==> src/rtl/mul_shift_add_ctrl.sv <==
// Sequential shift-add unsigned multiplier with a start/busy/done/ack handshake.
// Optional macro MUL_EARLY_EXIT_EN: finish as soon as the remaining multiplier bits are all zero.
module mul_shift_add_ctrl #(
  parameter int WIDTH = 8
) (
  input  logic               clk,
  input  logic               rst_n,
  input  logic               start,
  input  logic [WIDTH-1:0]   a_in,
  input  logic [WIDTH-1:0]   b_in,
  input  logic               ack,
  output logic               busy,
  output logic               done,
  output logic [2*WIDTH-1:0] product
);

  localparam int CW = $clog2(WIDTH);
  localparam logic [CW-1:0] LAST = CW'(WIDTH - 1);

  typedef enum logic [1:0] {
    IDLE = 2'd0,
    CALC = 2'd1,
    DONE = 2'd2
  } state_t;

  state_t             state;
  logic [2*WIDTH-1:0] a_q;
  logic [WIDTH-1:0]   b_q;
  logic [2*WIDTH-1:0] p_q;
  logic [CW-1:0]      cnt;

  always_ff @(posedge clk or negedge rst_n) begin
    if (!rst_n) begin
      state <= IDLE;
      a_q   <= '0;
      b_q   <= '0;
      p_q   <= '0;
      cnt   <= '0;
      busy  <= 1'b0;
      done  <= 1'b0;
    end else begin
      case (state)
        IDLE: begin
          // P is only cleared on acceptance, so the last product stays visible while idle
          if (start) begin
            a_q   <= {{WIDTH{1'b0}}, a_in};
            b_q   <= b_in;
            p_q   <= '0;
            cnt   <= '0;
            state <= CALC;
            busy  <= 1'b1;
          end
        end
        CALC: begin
`ifdef MUL_EARLY_EXIT_EN
          if (b_q == '0) begin
            state <= DONE;
            busy  <= 1'b0;
            done  <= 1'b1;
          end else
`endif
          begin
            if (b_q[0]) p_q <= p_q + a_q;
            a_q <= a_q << 1;
            b_q <= b_q >> 1;
            cnt <= cnt + CW'(1);
            if (cnt == LAST) begin
              state <= DONE;
              busy  <= 1'b0;
              done  <= 1'b1;
            end
          end
        end
        DONE: begin
          if (ack) begin
            state <= IDLE;
            done  <= 1'b0;
          end
        end
        default: begin
          state <= IDLE;
          busy  <= 1'b0;
          done  <= 1'b0;
        end
      endcase
    end
  end

  assign product = p_q;

endmodule
==> config.mk <==
export PLATFORM = sky130hd
export DESIGN_NAME = mul_shift_add_ctrl
export DESIGN_NICKNAME = d
export VERILOG_FILES = /design/src/rtl/mul_shift_add_ctrl.sv
export SDC_FILE = /design/constraint.sdc
export NUM_CORES = 1
export LEC_CHECK = 0
export CAP_MARGIN = 20
export CELL_PAD_IN_SITES_DETAIL_PLACEMENT = 1
export CELL_PAD_IN_SITES_GLOBAL_PLACEMENT = 1
export CORE_UTILIZATION = 44
export CTS_BUF_LIST = sky130_fd_sc_hd__clkbuf_8
export DETAILED_ROUTE_END_ITERATION = 7
export PLACE_DENSITY = 0.89
export SETUP_SLACK_MARGIN = 0.5
export SYNTH_ARGS = -nofsm -noshare
export SYNTH_HDL_FRONTEND = slang
export SYNTH_SLANG_ARGS = --single-unit
export TNS_END_PERCENT = 1
==> constraint.sdc <==
create_clock -name clk -period 2.5 [get_ports clk]
set_clock_uncertainty 0.2 [all_clocks]
set_input_delay 0.25 -clock clk [delete_from_list [all_inputs] [get_ports clk]]
set_output_delay 0.25 -clock clk [all_outputs]
set_load 0.02 [all_outputs]
==> impl_metrics.env <==
export IMPL_io_pins=38
export IMPL_num_vias=2303
export IMPL_holdWs_ns=0.2695
export IMPL_syn_avg_cell_area_sq_um=9.679
export IMPL_hpwl_um=4964
export IMPL_ff2ff_path_depth=9
export IMPL_yosys_warnings=0
export IMPL_max_freq_ghz=0.4260
export IMPL_p_per_area_mw_per_mm2=1245
export IMPL_finalWirelength_um=6969
export IMPL_r2r_end="product[14]$_DFFE_PN0P_"
export IMPL_p_comb_share_pct=55.8
export IMPL_crit_path_cell_trace="ha_4 -> inv_2 -> fa_2 -> nor2b_4 -> o31a_1 -> o31ai_4 -> o211ai_1 -> xnor2_1 -> o21ai_1"
export IMPL_synthFlopType="dfrtp_1"
export IMPL_grt_setup_unrepaired="true"
export IMPL_internal_power_uw=2285
export IMPL_drc=0
export IMPL_yosysUniqueCellTypes=50
export IMPL_die_h_um=79.92
export IMPL_clkTransAtPathRegs_ns=0.09
export IMPL_n_antenna_cell=0
export IMPL_final_util_pct=56.68
export IMPL_finalCritPeriodShare_pct=93.90
export IMPL_cts_buffers=5
export IMPL_nNetsFinal=360
export IMPL_synth_seq_cells=47
export IMPL_overflow=0
export IMPL_start_util_pct=45.39
export IMPL_synth_nets=314
export IMPL_worst_hold_path_type="in2async"
export IMPL_synth_area_sq_mm=0.002671
export IMPL_core_sq_mm=0.005886
export IMPL_outcome="completed"
export IMPL_slew_limit_headroom_pct=60.33
export IMPL_finalSetupViolations=0
export IMPL_report_final_slew_viol_count=0
export IMPL_grt_pass1_wl_um=11540
export IMPL_clockRootBuffer="clkbuf_8"
export IMPL_syn_to_final_growth_pct=24.87
export IMPL_critPathSlowestCell="dfrtp_2"
export IMPL_p_seq_share_pct=33.3
export IMPL_die_x_um=79.92
export IMPL_reg2reg_slack_ns=0.15
export IMPL_worst_path_largest_cell_delay_ns=0.44
export IMPL_grt_max_degree=26
export IMPL_numClockSinks=47
export IMPL_path_class="reg2reg"
export IMPL_postRouteAntennaNets=0
export IMPL_worst_slew_pin_transition_ns=0.5950
export IMPL_clk_latency_ns=0.30
export IMPL_p_leak_uw=0.001479
export IMPL_die_area_sq_mm=0.006386
export IMPL_synthCells=276
export IMPL_antenna_found_initial=0
export IMPL_drv_cap=0
export IMPL_crit_path_start_kind="register"
export IMPL_synth_edf_count=0
export IMPL_timing_rr_start="product[0]$_DFFE_PN0P_"
export IMPL_crit_fanout=4
export IMPL_first_iter_violations=77
export IMPL_crit_required_ns=2.47
export IMPL_place_area_sq_mm=0.003173
export IMPL_critPathArrivalTime_ns=2.31
export IMPL_power_uw=4154
export IMPL_cts_tree="yes"
export IMPL_numPortBuffers=37
export IMPL_max_clock_path_buffers=2
export IMPL_grt_pass1_vias=2435
export IMPL_max_vdd_ir_drop_mv=0.4831
export IMPL_wl_per_cell_um=17.51
export IMPL_hold_viol_final=0
export IMPL_min_period_ns=2.347
export IMPL_switchingPower_uw=1868
export IMPL_swShare_pct=44.98
export IMPL_synthArstFlopShare_pct=100.0
export IMPL_stdcell_area_sq_mm=0.003336
export IMPL_row_count=28
export IMPL_dr_pass1_iters=4
export IMPL_ys_seq_area_share_pct=44.03
export IMPL_tns_ns=0
export IMPL_gp_congestion=0.8394
export IMPL_track_usage_pct=23.33
export IMPL_startpoint="product[0]$_DFFE_PN0P_"
export IMPL_viasPerCell=5.786
export IMPL_h_tree_depth=2
export IMPL_drive_above_1_share_pct=13.31
export IMPL_endpoint_kind="register"
export IMPL_power_share_clock_pct=10.9
state kept, by name, indices dropped and copies added, names as in the netlist:
signal   flops
b_q          8
product     16
state        2
done         1
cnt          3
a_q         16
busy         1
cells in the mapped netlist, types with 2 or more instances:
master | count | area, sq um
dfrtp_1 | 47 | 1176
nand2_1 | 41 | 153.9
o21ai_0 | 27 | 135.1
ha_1 | 17 | 212.7
nor2_1 | 16 | 60.06
a22o_1 | 14 | 122.6
a21oi_1 | 11 | 55.05
inv_1 | 9 | 33.78
mux2i_1 | 8 | 80.08
a22oi_1 | 7 | 52.55
clkbuf_1 | 6 | 22.52
xnor2_1 | 6 | 52.55
buf_2 | 5 | 25.02
nand3_1 | 4 | 20.02
nor2b_1 | 4 | 25.02
o21a_1 | 4 | 30.03
o21ai_1 | 4 | 20.02
a211oi_1 | 3 | 22.52
a21o_1 | 3 | 22.52
o21ai_2 | 3 | 26.28
o31ai_1 | 3 | 22.52
a211o_1 | 2 | 17.52
a31oi_1 | 2 | 12.51
nand4_1 | 2 | 12.51
nor3_1 | 2 | 10.01
o211ai_1 | 2 | 15.01
worst max-delay path: cells and delay by family, from the launching register on:
kind	cells	cell delay, ns
compound gates	4	0.90
flops	1	0.44
fa+ha+maj	2	0.40
xor+xnor	1	0.18
buf+inv	1	0.05
simple gates	1	0.05
final cells by class:
cell class | count | area (sq um)
tap | 75 | 93.84
timing repair buffer | 51 | 485.5
clock buffer | 5 | 68.82
fill | 690 | 2550
clock inverter | 3 | 16.27
sequential | 47 | 1179
inverter | 9 | 33.78
multi-input combinational | 208 | 1459
worst max path at each step:
stage | cells after the start | slack (ns) | endpoint
5_1_grt | 9 | 0.08 | product[14]$_DFFE_PN0P_
6_report | 9 | 0.15 | product[14]$_DFFE_PN0P_
3_5_place_dp | 9 | 0.1 | product[14]$_DFFE_PN0P_
4_1_cts | 9 | 0.19 | product[14]$_DFFE_PN0P_
2_1_floorplan | 9 | 0.36 | product[14]$_DFFE_PN0P_
3_3_place_gp | 9 | 0.23 | product[14]$_DFFE_PN0P_
cells in the final DEF, fill, tap and decap left out, types with 2 or more instances in the layout:
cell              n
nor3_1            2
mux2i_1           8
a21oi_1          10
xnor2_1           6
a21oi_2           2
nand3_1           4
ha_1             15
o21ai_1           3
ha_4              2
nand2_1          41
o31ai_1           3
a22o_1           14
dfrtp_2           2
clkbuf_8          5
nor2_1           16
a21o_1            3
a211oi_2          2
o21a_1            4
inv_1             9
a211o_1           2
a211oi_1          2
buf_4            12
o21ai_2           4
clkdlybuf4s50_1  36
nand4_1           2
a22oi_1           7
o211ai_1          2
a31oi_1           2
o21ai_0          27
nor2b_1           3
dfrtp_1          45
per-stage QoR:
step	worst slack (ns)	std cells
finish	0.1526	398
global route	0.07602	398
CTS	0.1889	395
detailed placement	0.09850	383
global placement	0.2299	383
floorplan	0.3616	276
layer usage:
metal / vias to the layer above / share of wire (%) / GRT usage, %
li1: 1090 / - / -
met1: 1144 / 43 / 28.86
met2: 57 / 52 / 41.11
met3: 12 / 3.3 / 3.543
met4: 0 / 2.0 / 8.036
met5: - / 0 / 0
repair_timing:
action,4_1_cts,5_1_grt
hold endpoints to repair,22,0
pin swaps,1,6
endpoints found under the setup margin,11,16
hold buffers,1,0
setup buffers,3,3
gates resized for setup,1,3
gates cloned,0,0
cell families after synthesis:
group | synth area share [%]
compound gates | 25.34
xor+xnor | 2.295
fa+ha+maj | 8.712
buf+inv | 3.466
flops | 44.03
simple gates | 13.16
mux | 2.998
power by group through the flow:
stage | logic, uW | clock network (uW) | registers [uW]
after floorplan | 1490 | 0 | 1400
after global placement | 2130 | 0 | 1370
after detailed placement | 2220 | 0 | 1400
after CTS | 2270 | 464 | 1390
after global routing | 2560 | 488 | 1420
final | 2320 | 453 | 1380
(Power assumes the default switching activity.)
==> variant 1, RTL diff (same flow settings) <==
Add a define of `MUL_EARLY_EXIT_EN`.
--- a/src/rtl/mul_shift_add_ctrl.sv
+++ b/src/rtl/mul_shift_add_ctrl.sv
@@ -1,5 +1,7 @@
 // Sequential shift-add unsigned multiplier with a start/busy/done/ack handshake.
 // Optional macro MUL_EARLY_EXIT_EN: finish as soon as the remaining multiplier bits are all zero.
+`define MUL_EARLY_EXIT_EN
+
 module mul_shift_add_ctrl #(
   parameter int WIDTH = 8
 ) (
Function: changed (Yosys sat finds a counterexample within 4 cycles, from zero or initial values and one cycle with rst_n low).
==> variant 1 against the original RTL <==
- cell area fell by 1.6%
- sequential cell count did not move
- utilization fell by 0.89 points
- worst setup slack improved by 42 ps
- power rose by 7.8%
- routed wire length rose by 1.1%
- count of clock-buffer cells in the layout rose by 1
- area after synthesis barely moved
- critical endpoint is now product[12]$_DFFE_PN0P_
- largest cell class unchanged
- highest routed layer unchanged
==> variant 1: results (changes against the original RTL) <==
.. list-table::
   :header-rows: 1

   * - Metric
     - Value
   * - Leading post-synthesis cells by instance count
     - 79 x sky130_fd_sc_hd__nand2_1, 47 x sky130_fd_sc_hd__dfrtp_1, 30 x sky130_fd_sc_hd__o21ai_0
   * - Total placed instance area
     - 0.00313 mm^2 (-1.3%)
   * - Synthesized-area fraction occupied by xor and xnor cells
     - 4.59% (+2.3 points)
   * - Largest net degree at the start of global routing
     - 29 (+12%)
   * - Layout fillers
     - 708 (+2.6%)
   * - Sequential element share of the synthesized area
     - 44.0% (about the same)
   * - Via count of the first global-routing pass
     - 2522 (+3.6%)
   * - GP Congestion
     - 0.812 (-3.2%)
   * - Share of cells above drive strength 1
     - 9.25% (-4.1 points)
   * - Status
     - finished, final reports clean
   * - Sequential share of cell area
     - 35.9% (+0.57 points)
   * - Multiplexer share of the synthesized area
     - 0.797% (-2.2 points)
   * - Non-clock buffer count in the final layout
     - 46 (-9.8%)
   * - Count of cell types in the netlist
     - 40 (-20%)
   * - Worst slew slack as a fraction of its limit
     - 46.7% (-14 points)
   * - First-pass GRT wire length
     - 12100 um (+4.8%)
   * - Number of instances resized during post-cts repair
     - 3 (+2)
   * - Number of DRC markers after the initial detailed-route iteration
     - 89 (+16%)
   * - Worst reg2reg setup slack
     - 200 ps (+40 ps)
   * - Final net count
     - 383 (+6.4%)
   * - Number of vias after detailed routing
     - 2341 (+1.7%)
   * - Main area contributors after synthesis
     - sky130_fd_sc_hd__dfrtp_1 44%, sky130_fd_sc_hd__nand2_1 11%, sky130_fd_sc_hd__ha_1 8.0%, sky130_fd_sc_hd__o21ai_0 5.6%, sky130_fd_sc_hd__a31oi_1 3.7%
   * - IR Drop Worst-Case VDD
     - 0.602 mV (+25%)
   * - Period Utilization, post-route
     - 92.2% (-1.7 points)
   * - Area fraction in compound gates after synthesis
     - 19.4% (-5.9 points)
   * - Final core utilization
     - 55.8% (-0.89 points)
   * - Slowest Stage Delay on Critical Path
     - 410 ps (-30 ps)
   * - Non-clock buffer share of cell area
     - 13.3% (-1.3 points)
   * - Non-clock inverter instance count of the final layout
     - 5 (-4)
==> variant 1: cell types whose count changed after synthesis, sizes merged, moves of 3 or more <==
cell | unedited run | this run
a211oi | 4 | 0
a21oi | 12 | 18
a22o | 14 | 1
a22oi | 7 | 1
a31oi | 2 | 16
inv | 9 | 5
mux2i | 8 | 1
nand2 | 42 | 79
nand2b | 0 | 5
nor2 | 16 | 25
o31ai | 4 | 1
xor2 | 1 | 6
==> variant 1: layer usage <==
layer | global-route usage, % | part of all wire [%] | up-vias
li1 | - | - | 1128
met1 | 31.5 | 46 | 1165
met2 | 43.5 | 51 | 41
met3 | 4.11 | 2.5 | 7
met4 | 6.07 | 0.87 | 0
met5 | 0 | 0 | -
==> variant 1: power by group <==
group / switching, mW / leakage, nW / internal, mW
Sequential: 0.305 / 0.588 / 1.09
Clock: 0.275 / 0.0612 / 0.324
Combinational: 1.50 / 0.789 / 0.982
==> variant 2, RTL diff (same flow settings) <==
Made on the original files. Reset style: synchronous (`rst_n`), changed in one clocked block.
--- a/src/rtl/mul_shift_add_ctrl.sv
+++ b/src/rtl/mul_shift_add_ctrl.sv
@@ -29,7 +29,7 @@
   logic [2*WIDTH-1:0] p_q;
   logic [CW-1:0]      cnt;
 
-  always_ff @(posedge clk or negedge rst_n) begin
+  always_ff @(posedge clk) begin
     if (!rst_n) begin
       state <= IDLE;
       a_q   <= '0;
Behaviour: differs if rst_n is asserted again (counterexample within 4 cycles, from zero or initial values and one cycle with rst_n low); with rst_n held inactive, the same outputs for 4 cycles.
==> variant 2 against the original RTL <==
- global-route usage grew 2.1 points
- synthesized cell count is 9.4% higher
- area after synthesis decreased by 0.33%
- via count up 7.7%
- cell area is 1.1% lower
- sequential share of layout area decreased by 6.5 points
- sequential cell count unchanged
- worst setup slack improved by 140 ps
- first-iteration DRC count rose by 48%
- routed wire length increased by 8.9%
- critical endpoint is now product[6]$_SDFFE_PN0P_
- largest cell class unchanged
- highest routed layer unchanged
Power is not compared: it rests on default switching activity, and its combinational part moved more than twofold at a synthesized area within 25%.
==> variant 2: results (changes against the original RTL) <==
.. list-table::
   :header-rows: 1

   * - Metric
     - Value
   * - Status
     - finished, final reports clean
   * - Non-Filler Instances
     - 411 (+3.3%)
   * - Synth Net Count
     - 340 (+8.3%)
   * - Number of DRC markers after the initial detailed-route iteration
     - 114 (+48%)
   * - IR Drop Worst-Case VDD
     - around 0.23 mV
   * - GR Layer Usage met1
     - 31.7% (+2.8 points)
   * - Data arrival time of the critical path
     - 2200 ps (-110 ps)
   * - Via count of the first global-routing pass
     - 2525 (+3.7%)
   * - Average vias per placed instance
     - 6.04 (+4.3%)
   * - Number of buffers inserted by hold repair at cts
     - 0 (-1)
   * - Leading post-synthesis cells by instance count
     - 47 x sky130_fd_sc_hd__dfxtp_1, 24 x sky130_fd_sc_hd__nand2_1, 23 x sky130_fd_sc_hd__nor2_1
   * - GRT Total Usage
     - 25.4% (+2.1 points)
   * - DPL Wire Length
     - 5250 um (+5.7%)
   * - Global-route met2 utilization
     - 44.6% (+3.5 points)
   * - Layout fillers
     - 653 (-5.4%)
   * - Worst reg2reg setup slack
     - 290 ps (+140 ps)
   * - Critical-path maximum fanout
     - 6 (+2)
   * - GP Congestion
     - 0.846 (+0.82%)
   * - Fraction of registers with async set or reset after synthesis
     - 0% (-100 points)
   * - Count of cell types in the netlist
     - 49 (-2.0%)
   * - Hold WC Path Type
     - reg -> reg
   * - Area growth syn-to-layout
     - 23.9%
   * - Share of cells above drive strength 1
     - 16.2% (+2.9 points)
   * - Largest net degree at the start of global routing
     - 24 (-7.7%)
   * - Dominant synthesized flop cell
     - sky130_fd_sc_hd__dfxtp_1
   * - Transition time at the pin with the least slew margin
     - 599 ps (+4.09 ps)
   * - Total placed instance area
     - 0.00312 mm^2 (-1.5%)
   * - First-pass GRT wire length
     - 12400 um (+7.4%)
   * - Wirelength per Cell
     - 18.5 um (+5.4%)
   * - Main area contributors after synthesis
     - sky130_fd_sc_hd__dfxtp_1 35%, sky130_fd_sc_hd__ha_1 8.0%, sky130_fd_sc_hd__o221a_2 5.9%, sky130_fd_sc_hd__nor2b_1 4.5%, sky130_fd_sc_hd__a2bb2oi_1 4.3%
   * - Final net count
     - 376 (+4.4%)
   * - GR Util met3
     - 4.34% (+0.80 points)
   * - Number of cells after detailed placement
     - 399 (+4.2%)
   * - Cts bufs inserted
     - 5 (unchanged)
   * - Max Transition Viols Final
     - 0 (unchanged)
   * - Number of standard cells after synthesis
     - 302 (+9.4%)
   * - Sequential element share of the synthesized area
     - 35.3% (-8.7 points)
   * - Worst R2R Path Depth
     - 8 (-1)
[variant 2: changes by cell type after synthesis, sizes merged, moves of 6 or more]
cell,unedited run,this run
a2bb2oi,0,13
o221a,0,14
clkbuf,6,14
nor2b,4,19
a22o,14,0
mux2i,8,2
dfrtp,47,0
dfxtp,0,47
a21oi,12,21
nor2,16,24
o21ai,34,19
nand2,42,24
[variant 2: cell families (layout without fill, tap and decap cells)]
logic type               after synthesis  after routing  share of synthesized area [%]
buffers and inverters                 26             63                           3.99
flip-flops                            47             47                           35.3
XOR/XNOR                              10             10                           3.29
AO/OA/AOI/OAI                        102            102                           29.2
AND/OR/NAND/NOR                       97             97                           18.7
adder cells (fa/ha/maj)               18             18                           8.74
multiplexers                           2              2                          0.752
[variant 2: worst max-delay path, cell delays in order (launching register included)]
cell and delay [ps]:
sky130_fd_sc_hd__dfxtp_4 370, sky130_fd_sc_hd__ha_4 140, sky130_fd_sc_hd__inv_2 40, sky130_fd_sc_hd__fa_2 340
sky130_fd_sc_hd__and2b_2 250, sky130_fd_sc_hd__o211ai_4 90, sky130_fd_sc_hd__a21boi_4 240, sky130_fd_sc_hd__o21ai_0 140
sky130_fd_sc_hd__a32o_1 290
[variant 2: what timing repair did]
item | 4_1_cts | 5_1_grt
setup buffers | 3 | 1
setup endpoints to repair | 26 | 30
pin swaps | 4 | 2
gates resized for setup | 4 | 4
[variant 2: final timing paths]
path | startpoint | endpoint
hold / removal | product[7]$_SDFFE_PN0P_ | product[7]$_SDFFE_PN0P_
setup / recovery | product[0]$_SDFFE_PN0P_ | product[6]$_SDFFE_PN0P_
hold reg to reg | product[7]$_SDFFE_PN0P_ | product[7]$_SDFFE_PN0P_
setup reg to reg | product[0]$_SDFFE_PN0P_ | product[6]$_SDFFE_PN0P_
[variant 2: layout make-up]
cell class | instances | area share, %
Clock buffer | 5 | 2.09
Clock inverter | 3 | 1.14
Inverter | 5 | 0.569
Multi-Input combinational cell | 229 | 50.5
Sequential cell | 47 | 28.8
Tap cell | 72 | 2.73
Timing Repair Buffer | 50 | 14.2
[variant 2: through the flow]
stage,hold slack (ps),setup WS [ps]
final,299,295
after floorplan,280,382
after global placement,268,267
after global routing,332,189
after detailed placement,292,221
after CTS,311,291
[variant 2: per-layer routing]
metal,part of all wire (%),wire [um]
met5,0,0
met2,50,3770
met4,1.8,140
met1,44,3360
met3,4.2,315
[variant 2: power by group through the flow]
| stage | registers [mW] | logic, mW | clock network, mW |
|---|---|---|---|
| 2_1_floorplan | 0.822 | 0.167 | 0 |
| 3_3_place_gp | 0.827 | 0.244 | 0 |
| 3_5_place_dp | 0.829 | 0.253 | 0 |
| 4_1_cts | 0.811 | 0.259 | 0.564 |
| 5_1_grt | 0.816 | 0.286 | 0.595 |
| 6_report | 0.812 | 0.262 | 0.557 |
